==> src/rtl/arrow_game_pkg.sv <==
// Shared types and constants for the arrowspace game core: FSM states,
// SPI opcode nibbles, default reply word and the LFSR step function.
package arrow_game_pkg;

  typedef enum logic [2:0] {
    ST_IDLE,
    ST_LOAD,
    ST_PLAY,
    ST_MISS,
    ST_NEXT,
    ST_GAME_OVER,
    ST_WIN
  } state_t;

  localparam logic [3:0]  OP_LEVEL      = 4'h1;
  localparam logic [3:0]  OP_MATCH      = 4'h2;
  localparam logic [3:0]  OP_SCORE      = 4'h3;
  localparam logic [23:0] REPLY_DEFAULT = 24'hDDDDDD;

  // Galois form of x^16 + x^14 + x^13 + x^11 + 1, shifting right
  localparam logic [15:0] LFSR_TAPS = 16'hB400;

  function automatic logic [15:0] lfsr_step(input logic [15:0] v);
    return v[0] ? ((v >> 1) ^ LFSR_TAPS) : (v >> 1);
  endfunction

endpackage

==> src/rtl/arrow_lfsr16.sv <==
// Free-running 16-bit Galois LFSR; a nonzero seed keeps it out of the
// all-zero lock-up state forever.
module arrow_lfsr16
  import arrow_game_pkg::*;
#(
  parameter logic [15:0] LFSR_SEED = 16'hACE1
) (
  input  logic        clk,
  input  logic        reset,
  output logic [15:0] value
);

  always_ff @(posedge clk or posedge reset) begin
    if (reset) value <= LFSR_SEED;
    else       value <= lfsr_step(value);
  end

endmodule

==> src/rtl/arrow_game_core.sv <==
// Arrowspace game core: random key sequences, per-level countdown, lives,
// level and SPI status reply. Optional score register: ARROW_SCORE_EN.
module arrow_game_core
  import arrow_game_pkg::*;
#(
  parameter int          KEY_W      = 4,
  parameter int          SEQ_LEN    = 4,
  parameter int          LEVEL_W    = 2,
  parameter int          LIVES      = 7,
  parameter int          TIMER_W    = 28,
  parameter int unsigned BASE_TICKS = 32'd268435455,
  parameter logic [15:0] LFSR_SEED  = 16'hACE1
) (
  input  logic               clk,
  input  logic               reset,
  input  logic               start,
  input  logic               key_valid,
  input  logic [KEY_W-1:0]   key_code,
  input  logic [7:0]         opcode,
  output logic [23:0]        reply,
  output logic [LEVEL_W-1:0] level,
  output logic [2:0]         lives,
  output logic [15:0]        key_seq,
  output logic               game_over,
  output logic               win,
  output logic               match_pulse
);

  localparam int                 SEQ_BITS   = SEQ_LEN * KEY_W;
  localparam logic [15:0]        SEQ_MASK   = 16'((33'd1 << SEQ_BITS) - 33'd1);
  localparam logic [LEVEL_W-1:0] MAX_LEVEL  = '1;
  localparam logic [2:0]         LIVES_INIT = 3'(LIVES);
  localparam logic [3:0]         LAST_INDEX = 4'(SEQ_LEN - 1);

  state_t               state, state_nxt;
  logic [LEVEL_W-1:0]   level_nxt;
  logic [2:0]           lives_nxt;
  logic [15:0]          key_seq_nxt;
  logic [3:0]           index, index_nxt;
  logic [TIMER_W-1:0]   timer, timer_nxt;
  logic                 match_nxt;
  logic [15:0]          lfsr;
  logic [KEY_W-1:0]     cur_key;
  logic                 key_hit, start_game;
  logic                 op_match, op_match_q, match_sticky;

  arrow_lfsr16 #(.LFSR_SEED(LFSR_SEED)) u_lfsr (
    .clk   (clk),
    .reset (reset),
    .value (lfsr)
  );

  assign cur_key    = key_seq[int'(index)*KEY_W +: KEY_W];
  assign key_hit    = (state == ST_PLAY) && key_valid && (key_code == cur_key);
  assign start_game = start && (state == ST_IDLE || state == ST_GAME_OVER || state == ST_WIN);
  assign game_over  = (state == ST_GAME_OVER);
  assign win        = (state == ST_WIN);

  always_comb begin
    state_nxt   = state;
    level_nxt   = level;
    lives_nxt   = lives;
    key_seq_nxt = key_seq;
    index_nxt   = index;
    timer_nxt   = timer;
    match_nxt   = 1'b0;
    case (state)
      ST_IDLE, ST_GAME_OVER, ST_WIN: begin
        if (start_game) begin
          level_nxt = '0;
          lives_nxt = LIVES_INIT;
          state_nxt = ST_LOAD;
        end
      end
      ST_LOAD: begin
        key_seq_nxt = lfsr & SEQ_MASK;
        index_nxt   = '0;
        timer_nxt   = TIMER_W'(BASE_TICKS >> level);
        state_nxt   = ST_PLAY;
      end
      ST_PLAY: begin
        if (timer != '0) timer_nxt = timer - TIMER_W'(1);
        if (key_hit) begin
          match_nxt = 1'b1;
          index_nxt = index + 4'd1;
        end
        // A completing key beats a simultaneous timeout
        if (key_hit && index == LAST_INDEX)     state_nxt = ST_NEXT;
        else if (key_valid || timer == '0)      state_nxt = key_hit ? ST_PLAY : ST_MISS;
      end
      ST_MISS: begin
        if (lives != 3'd0) lives_nxt = lives - 3'd1;
        state_nxt = (lives <= 3'd1) ? ST_GAME_OVER : ST_LOAD;
      end
      ST_NEXT: begin
        if (level == MAX_LEVEL) begin
          state_nxt = ST_WIN;
        end else begin
          level_nxt = level + LEVEL_W'(1);
          state_nxt = ST_LOAD;
        end
      end
      default: state_nxt = ST_IDLE;
    endcase
  end

  always_ff @(posedge clk or posedge reset) begin
    if (reset) begin
      state       <= ST_IDLE;
      level       <= '0;
      lives       <= LIVES_INIT;
      key_seq     <= '0;
      index       <= '0;
      timer       <= '0;
      match_pulse <= 1'b0;
    end else begin
      state       <= state_nxt;
      level       <= level_nxt;
      lives       <= lives_nxt;
      key_seq     <= key_seq_nxt;
      index       <= index_nxt;
      timer       <= timer_nxt;
      match_pulse <= match_nxt;
    end
  end

  // Sticky match flag survives until the reader moves off the match opcode
  assign op_match = (opcode[7:4] == OP_MATCH);

  always_ff @(posedge clk or posedge reset) begin
    if (reset) begin
      op_match_q   <= 1'b0;
      match_sticky <= 1'b0;
    end else begin
      op_match_q <= op_match;
      if (match_pulse)                match_sticky <= 1'b1;
      else if (op_match_q && !op_match) match_sticky <= 1'b0;
    end
  end

`ifdef ARROW_SCORE_EN
  logic [15:0] score, score_nxt;

  function automatic logic [15:0] sat_add16(input logic [15:0] a, input logic [15:0] b);
    logic [16:0] s;
    s = {1'b0, a} + {1'b0, b};
    return s[16] ? 16'hFFFF : s[15:0];
  endfunction

  always_comb begin
    score_nxt = score;
    if (start_game)             score_nxt = '0;
    else if (key_hit)           score_nxt = sat_add16(score, 16'(level) + 16'd1);
    else if (state == ST_NEXT)  score_nxt = sat_add16(score, 16'(timer >> (TIMER_W - 8)));
  end

  always_ff @(posedge clk or posedge reset) begin
    if (reset) score <= '0;
    else       score <= score_nxt;
  end
`endif

  always_comb begin
    reply = REPLY_DEFAULT;
    case (opcode[7:4])
      OP_LEVEL: reply = {game_over, lives, 4'(level), key_seq};
      OP_MATCH: reply = {match_sticky, win, 2'b00, index, 16'(timer >> (TIMER_W - 16))};
`ifdef ARROW_SCORE_EN
      OP_SCORE: reply = {8'h00, score};
`endif
      default:  reply = REPLY_DEFAULT;
    endcase
  end

endmodule

==> config.mk <==
export PLATFORM = sky130hd
export DESIGN_NAME = arrow_game_core
export DESIGN_NICKNAME = d
export VERILOG_FILES = /design/src/rtl/arrow_game_pkg.sv /design/src/rtl/arrow_lfsr16.sv /design/src/rtl/arrow_game_core.sv
export SDC_FILE = /design/constraint.sdc
export NUM_CORES = 1
export LEC_CHECK = 0
export CELL_PAD_IN_SITES_DETAIL_PLACEMENT = 1
export CELL_PAD_IN_SITES_GLOBAL_PLACEMENT = 2
export CORE_ASPECT_RATIO = 1.4
export CORE_UTILIZATION = 35
export CTS_BUF_LIST = sky130_fd_sc_hd__clkbuf_8
export DETAILED_ROUTE_END_ITERATION = 8
export PLACE_DENSITY_LB_ADDON = 0.3
export REMOVE_ABC_BUFFERS = 1
export SYNTH_ARGS = -nofsm -noshare
export SYNTH_HDL_FRONTEND = slang
export SYNTH_SLANG_ARGS = --single-unit
export TNS_END_PERCENT = 10
==> constraint.sdc <==
create_clock -name clk -period 3.1 [get_ports clk]
set_input_delay 0.465 -clock clk [delete_from_list [all_inputs] [get_ports clk]]
set_output_delay 0.465 -clock clk [all_outputs]
set_load 0.05 [all_outputs]
==> reports/qor.txt <==
crit start category: primary input
met3 Usage GRT: 3.404%
Yosys reg bits: 75
placer congestion estimate: 0.7643
Starting Density: 35.93%
Post-CTS Setup Bufs: 0
die width: 93.18 µm
final instance area: 0.005067 mm²
initial antenna violation count: 0
# clock sinks: 75
synth cell count leaders: nand2_1 (94), dfrtp_1 (64), nor2_1 (20)
CP arrival: 2310 ps
Cell variety after synth: 60
largest net degree at the start of global routing: 76
crit path to: reply[11]
cells after synthesis: 430
top-area cell type share of the netlist area: 39.31%
Post-synth EDFFs: 0
maximum clock path buffer count: 2
clk_lat worst skew: 350 ps
# IOs: 64
Final Non-Filler Cells: 642
Top Usage Layer GRT: met2
setup TNS: 0 ps
CP Launch Point: opcode[4]
root buf cell: clkbuf_8
Max-cap violations: 0
Area contributors post-synth: dfrtp_1 (39%), nand2_1 (8.7%), dfstp_2 (7.1%)
post-synthesis cell area: 0.004074 mm²
GRT overflow: 0
R2R Setup Slk: 530 ps
status: finished, final reports clean
Layout area overhead: 24.39%
first-pass GRT wire length: 19110 µm
Reg2Reg Capture Point: timer[27]
post-synth top area cell: dfrtp_1
full die area: 0.01208 mm²
total CTS buffers: 9
f_max: 0.3608 GHz
H-tree Lvls: 3
Rows: 46
Worst Path Required: 2630 ps
crit end category: primary output
DRC viols: 0
Core Box Area: 0.01134 mm²
share of cells above drive strength 1: 18.27%
endpoints failing hold: 0
period utilisation layout: 89.40%
Placed Cells: 626
global-route usage over all layers: 20.87%
CTS tree: yes
Lkg Pwr: 2.046 nW
count leader, synth: nand2_1
Power, Total: 2.928 mW
Max-slew headroom: 59.32%
HPWL Detailed: 8662 µm
synth warn: 0
hold bufs inserted after CTS: 0
Reg2Reg Depth: 7
HP Class: reg2reg
Primary FF master, synth: dfrtp_1
met2 usage: 36.25%
unrepaired setup endpoints after global routing: no
Setup violations, final: 0
Resized cells post-CTS: 0
Avg WL per Cell: 18.46 µm
pwr/cell area: 577.8 mW/mm²
vias per cell: 5.431
vias: 3487
drt pass-1 iters: 4
Max VDD drop: 0.0002463 V
met1 Use GR: 26.43%
clk slew on worst S/H paths: 90 ps
clk_skew: 9.752 ps
DRT iter0 DRCs: 225
critical path peak fanout: 15
Die Height: 129.7 µm
Seq/Total Area, Yosys: 46.41%
Least-Margin Pin Slew: 604.6 ps
vias in the first global route: 3547
fin crit period: 2771 ps
syn avg cell area: 9.474 µm²
Crit Path Category: in2out
R2R Path Start: timer[4]
Final Max Tran Viols: 0
drt total wl: 11850 µm
Net count, final: 517
n_diodes: 0
Placed Area: 0.004860 mm²
Post-DRT Antenna Nets: 0
IO buf count: 59
post-synthesis async set-or-reset flop share: 100.0%
==> worst max-delay path: stages <==
cell and delay (ps):
clkdlybuf4s50_1 440, nor4b_2 310, buf_4 190, buf_4 190, or2_2 350, nand2_1 140
buf_4 220
==> per-stage QoR <==
stage | utilization [%] | hold WS [ps] | setup WS [ps]
2_1_floorplan | - | 353.5 | -771.2
3_3_place_gp | 42.86 | 357.4 | 407.6
3_5_place_dp | 42.86 | 357.2 | 339.3
4_1_cts | 44.69 | 371.2 | 324.3
5_1_grt | 44.69 | 377.9 | 235.7
6_report | 44.69 | 369.1 | 328.7
==> cells in the final DEF (no fill, tap or decap), types with 7 or more instances in the layout <==
master            n
nand2_1          94
dfrtp_1          64
clkdlybuf4s50_1  38
buf_4            35
nor2_1           20
a21oi_1          17
a22oi_1          17
xnor2_1          14
o21ai_0          13
nand3_1          11
nor4_1           11
inv_1            11
dfstp_2          11
nor3_1            9
xor2_1            9
clkbuf_8          9
ha_1              8
nand2b_1          7
nand4_1           7
==> sequential cells by signal, summed over array words and instances, names as in the netlist <==
name          cells
state             3
index             4
u_lfsr.value     16
lives             3
key_seq          16
level             2
timer            28
match_sticky      1
op_match_q        1
match_pulse       1
==> area by class of cell <==
type	instances	area [µm²]
repair buffers	76	703.2
well taps	144	180.2
clock inverters	7	83.83
multi-input cells	319	2041
clock buffers	9	123.9
flip-flops and latches	75	1891
inverters	12	45.04
fillers	1293	6271
==> kinds of logic (layout without fill, tap and decap cells) <==
kind of cell,after synthesis,count (layout),share of synthesized area [%]
XOR/XNOR,23,23,4.945
AO/OA/AOI/OAI,80,80,13.85
buffers and inverters,36,104,3.808
flip-flops,75,75,46.41
multiplexers,8,8,3.256
adder cells (fa/ha/maj),8,8,2.457
AND/OR/NAND/NOR,200,200,25.28
==> per-layer routing <==
layer / vias to the layer above / wire, µm
met5: - / 0
met2: 68 / 6223
li1: 1645 / -
met4: 0 / 144
met1: 1768 / 5147
met3: 6 / 336
==> worst min-delay path by stage <==
stage | slack [ps] | from | depth (start not counted) | end
detailed placement | 360 | u_lfsr.value[7] | 0 | u_lfsr.value[6]
global placement | 360 | u_lfsr.value[4] | 0 | u_lfsr.value[3]
finish | 370 | u_lfsr.value[7] | 0 | u_lfsr.value[6]
CTS | 370 | u_lfsr.value[7] | 0 | u_lfsr.value[6]
floorplan | 350 | u_lfsr.value[2] | 0 | u_lfsr.value[1]
global route | 380 | u_lfsr.value[7] | 0 | u_lfsr.value[6]
==> power breakdown <==
group	total [mW]	switching, mW	internal (mW)
Sequential	1.13	0.0748	1.05
Combinational	1.00	0.668	0.332
Clock	0.801	0.415	0.386
Total	2.93	1.16	1.77
(Power assumes the default switching activity.)
==> RTL change 1: new RTL, config.mk and constraints unchanged <==
`key_seq` no longer has a reset.
--- a/src/rtl/arrow_game_core.sv
+++ b/src/rtl/arrow_game_core.sv
@@ -109,7 +109,6 @@
       state       <= ST_IDLE;
       level       <= '0;
       lives       <= LIVES_INIT;
-      key_seq     <= '0;
       index       <= '0;
       timer       <= '0;
       match_pulse <= 1'b0;
@@ -117,11 +116,14 @@
       state       <= state_nxt;
       level       <= level_nxt;
       lives       <= lives_nxt;
-      key_seq     <= key_seq_nxt;
       index       <= index_nxt;
       timer       <= timer_nxt;
       match_pulse <= match_nxt;
     end
+  end
+
+  always_ff @(posedge clk) begin
+    key_seq <= key_seq_nxt;
   end
 
   // Sticky match flag survives until the reader moves off the match opcode
Check against the original RTL: differs if reset is asserted again (counterexample within 4 cycles, from zero or initial values and one cycle with reset high); with reset held inactive, the same outputs for 10 cycles.
==> RTL change 1 against the unedited design <==
Highest routed layer unchanged; largest cell class is now flip-flops and latches; worst setup slack got worse by 0.016 ns; cell area fell by 0.57%; sequential power rose by 24%; routed wire length fell by 8.2%; total power rose by 27%; sequential cell count did not move; worst hold slack barely moved; clock power rose by 14%; synthesized area fell by 4.7%; combinational power rose by 40%.
==> RTL change 1: results (changes against the unedited design) <==
{| class="wikitable"
! Metric !! Value
|-
| Result of the run || finished clean
|-
| IR Drop Worst-Case VDD || 0.4505 mV (+83%)
|-
| Iteration-0 DRC Markers || 91 (-60%)
|-
| Post-DP HPWL || 7.921 mm (-8.5%)
|-
| Count of port buffers added during placement || 59 (unchanged)
|-
| Vias per std cell || 5.442 (+0.19%)
|-
| Share of cells above drive strength 1 || 0.1723 (-0.01040)
|-
| Delay contributed by the slowest stage of the critical path || 0.81 ns (+0.37 ns)
|-
| Sequential element share of the synthesized area || 0.5076 (+0.04351)
|-
| Async set-or-reset flop fraction in the synthesized netlist || 0.7867 (-0.2133)
|-
| GPL Wtd Cong || 0.7940 (+3.9%)
|-
| Total CTS buffers || 9 (unchanged)
|-
| Global-route wire length before repair || 18.09 mm (-5.3%)
|-
| Number of instances resized during post-cts repair || 0 (unchanged)
|-
| Maximum clock path buffer count || 2 (unchanged)
|-
| Pin count of the biggest net entering global routing || 34 (-55%)
|-
| Total routed wirelength || 10.89 mm (-8.2%)
|-
| Worst endpoint data arrival time || 2.32 ns
|-
| Vias after detailed routing || 3167 (-9.2%)
|-
| Static power due to leakage || 0.001899 uW (-7.2%)
|-
| Registers with the most flip-flops || timer: 28 flops, key_seq: 16 flops, u_lfsr.value: 16 flops
|-
| Clock Skews || 0.01010 ns (+0.0003493 ns)
|-
| Pre-Repair DR Iteration Count || 6 (+2)
|-
| Relative max-transition margin || 0.5656 (-0.02763)
|-
| Reg-to-reg setup timing slack || 0.82 ns (+0.29 ns)
|-
| Cell with the biggest individual delay on the critical path || clkdlybuf4s50_1
|-
| Total routing usage reported by global routing || 0.2029 (-0.005801)
|-
| Post-synth top area share || 0.3094 (-0.08374)
|-
| Post-layout net count || 460 (-11%)
|-
| Post-synth EDFFs || 16 (+16)
|-
| Average footprint of a synthesized cell || 10.38 um^2 (+9.6%)
|-
| Leading cell types by total area after synthesis || dfrtp_1 31%, edfxtp_1 12%, dfstp_2 7.4%
|-
| Most common library cells after synthesis || 48 x dfrtp_1, 42 x nand2_1, 21 x nor2_1, 21 x xor2_1, 17 x a22oi_1
|-
| Number of global-route vias before repair || 3449 (-2.8%)
|-
| Count of distinct cell types in the synthesized netlist || 56 (-6.7%)
|-
| H-Tree Level Count || 3 (unchanged)
|-
| Cell total after placement || 566 (-9.6%)
|-
| Fill count || 1197 (-7.4%)
|}
-- RTL change 1: cell count changes in the layout (fill, tap and decap cells not counted), moves of 5 or more --
cell | unedited run | this run
edfxtp_1 | 0 | 16
mux2i_1 | 2 | 8
a31oi_1 | 1 | 6
xnor2_1 | 14 | 0
nand2_1 | 94 | 42
nor4_1 | 11 | 4
dfrtp_1 | 64 | 48
buf_12 | 3 | 15
xor2_1 | 9 | 21
buf_4 | 35 | 18
a21oi_1 | 17 | 10
-- RTL change 1: worst register-to-register path: stages (launching register included) --
cell and delay, ns:
dfrtp_1 0.46, nor4_1 0.44, nor4b_2 0.44, nand4_2 0.17, buf_4 0.20, a221o_1 0.32, o31ai_1 0.06, a31oi_1 0.06
-- RTL change 1: cell type report --
type	count	share of cell area
flip-flops and latches	75	0.3911
repair buffers	69	0.1579
multi-input cells	266	0.3568
inverters	15	0.01117
clock inverters	7	0.02334
well taps	141	0.03501
clock buffers	9	0.02458
-- RTL change 1: cell families after synthesis --
group	synth area share
AND/OR/NAND/NOR	0.2127
multiplexers	0.03223
adder cells (fa/ha/maj)	0.02578
XOR/XNOR	0.04737
AO/OA/AOI/OAI	0.1418
buffers and inverters	0.03255
flip-flops	0.5076
-- RTL change 1: power breakdown --
part	internal [uW]	switching, uW
Sequential	1200	206
Combinational	463	938
Clock	534	382
-- RTL change 1: worst paths after layout --
check                                startpoint               end  depth (start not counted)
worst min register to register  u_lfsr.value[7]   u_lfsr.value[6]                          0
worst max-delay path                   state[2]         game_over                          3
worst max register to register        timer[18]         timer[26]                          7
min in group asynchronous                 reset   u_lfsr.value[1]                          2
max in group asynchronous                 reset  u_lfsr.value[13]                          3
worst min-delay path            u_lfsr.value[7]   u_lfsr.value[6]                          0
-- RTL change 1: through the flow --
stage               cell area [um^2]  hold slack, ns  TNS, ns  worst slack (ns)
global placement                4797          0.3530        0            0.5336
detailed placement              4797          0.3595        0            0.4718
floorplan                       3812          0.3494   -15.35           -0.7712
CTS                             5039          0.3715        0            0.3041
finish                          5039          0.3691        0            0.3123
global route                    5039          0.3740        0            0.2310
-- RTL change 1: metal layers --
metal	routed length, um	track usage	share of wire	up-vias
met3	366	0.04257	0.034	19
met2	5560	0.3570	0.51	59
met5	0	0	0	-
met4	291	0.09057	0.027	0
met1	4667	0.2368	0.43	1594
li1	-	-	-	1495
==> RTL change 2: new RTL, same settings <==
Made on the original files. The option `ARROW_SCORE_EN` is turned on by a define.
--- a/src/rtl/arrow_game_core.sv
+++ b/src/rtl/arrow_game_core.sv
@@ -1,5 +1,7 @@
 // Arrowspace game core: random key sequences, per-level countdown, lives,
 // level and SPI status reply. Optional score register: ARROW_SCORE_EN.
+`define ARROW_SCORE_EN
+
 module arrow_game_core
   import arrow_game_pkg::*;
 #(
Formal check against the unedited RTL: not equivalent (a bounded check fails within 4 cycles, from zero or initial values and one cycle with reset high).
==> RTL change 2 against the unedited design <==
Synthesized area up 42%; non-clock buffer count grew 14; routed wire length rose by 62%; clock power increased by 3.2%; synthesized cell count grew 56%; sequential cell count rose by 16; worst setup slack got worse by 0.098 ns; cell area up 37%; total power rose by 50%; critical path type is now reg -> out; critical endpoint is now game_over.
==> RTL change 2: results (changes against the unedited design) <==
{| class="wikitable"
! Metric !! Value
|-
| Worst min path class || in -> async
|-
| Critical path peak fanout || 14 (-1)
|-
| Reg-to-reg setup timing slack || 0.23 ns (-0.30 ns)
|-
| Pin count of the biggest net entering global routing || 37 (-51%)
|-
| Global-route wire length before repair || 30.85 mm (+61%)
|-
| Worst r2r path cells || 11 (+4)
|-
| GR Layer Usage met2 || 0.4088 (+0.04630)
|-
| Met3 Use GR || 0.03035 (-0.003687)
|-
| Post-layout net count || 777 (+50%)
|-
| Average footprint of a synthesized cell || 8.630 um^2 (-8.9%)
|-
| Worst hold slack || 0.2861 ns (-0.08307 ns)
|-
| Vias after detailed routing || 5318 (+53%)
|-
| Met3 wire length || 447 um (+33%)
|-
| Routed length per placed instance || 20.36 um (+10%)
|-
| Destination of the worst register-to-register timing path || score[3]
|-
| Leading cell types by total area after synthesis || dfrtp_1 35%, nand2_1 8.6%, dfstp_2 5.0%
|-
| Worst endpoint data arrival time || 2.40 ns (+0.09 ns)
|-
| Share of cells above drive strength 1 || 0.1501 (-0.03260)
|-
| Number of global-route vias before repair || 5582 (+57%)
|-
| M1 WL || 8.145 mm (+58%)
|-
| IR Drop Worst-Case VDD || 0.3365 mV (+37%)
|-
| Clock Skews || 0.01899 ns (+0.009241 ns)
|-
| Fill count || 1907 (+47%)
|-
| Clk pin slew, worst setup/hold paths || 0.11 ns (+0.02 ns)
|-
| Total routing usage reported by global routing || 0.2322 (+0.02354)
|-
| Clock insertion delay at the later pin of the skew report || 0.39 ns (+0.04 ns)
|-
| Placement Cell Area || 0.006733 mm^2 (+39%)
|-
| Post CTS Setup Buffer Count || 0 (unchanged)
|-
| Result of the run || finished clean
|-
| Met1 layer usage reported by global route || 0.2828 (+0.01847)
|-
| Sequential element share of the synthesized area || 0.3962 (-0.06783)
|-
| Static power due to leakage || 0.002888 uW (+41%)
|}
-- RTL change 2: repair_timing --
item | 4_1_cts | 5_1_grt
gates cloned | 0 | 0
resized for setup | 2 | 4
setup endpoints to repair | 12 | 14
pin swaps | 0 | 1
-- RTL change 2: layout make-up --
type                    instances  area, um^2  share of cell area
multi-input cells             530        3303              0.4754
inverters                      19       72.57             0.01044
clock inverters                 7       70.07             0.01008
well taps                     199       249.0             0.03584
clock buffers                   9       123.9             0.01783
flip-flops and latches         91        2291              0.3297
repair buffers                 90       838.3              0.1207
-- RTL change 2: cells by family after synthesis --
family | count (synthesis) | synth area share
AOI/OAI and AO/OA | 161 | 0.1768
xor gates and xnor gates | 38 | 0.05756
adders and majority gates | 20 | 0.04588
buffers and inverters | 49 | 0.03614
DFF | 91 | 0.3962
muxes | 19 | 0.04263
and+or+nand+nor | 292 | 0.2448
-- RTL change 2: report_power, final --
| group | internal [uW] | leakage, uW | switching, uW | total, uW |
|---|---|---|---|---|
| Sequential | 1300 | 0.00108 | 209 | 1510 |
| Clock | 313 | 0.0000951 | 514 | 827 |
| Combinational | 774 | 0.00171 | 1280 | 2060 |
| Total | 2390 | 0.00289 | 2010 | 4400 |
-- RTL change 2: worst max-delay path by stage --
stage	startpoint	endpoint	slack, ns	cells after the start
floorplan	key_seq[12]	score[10]	-0.17	6
global placement	score[0]	score[8]	-0.09	11
detailed placement	score[0]	score[3]	-0.17	11
CTS	score[0]	score[3]	0.01	11
global route	score[0]	score[3]	0.04	11
finish	state[0]	game_over	0.23	3
-- RTL change 2: critical path: stages (launching register included) --
cell and delay [ns]:
dfrtp_1 0.59, nor2b_1 0.41, and2_1 0.21, clkdlybuf4s50_1 0.81
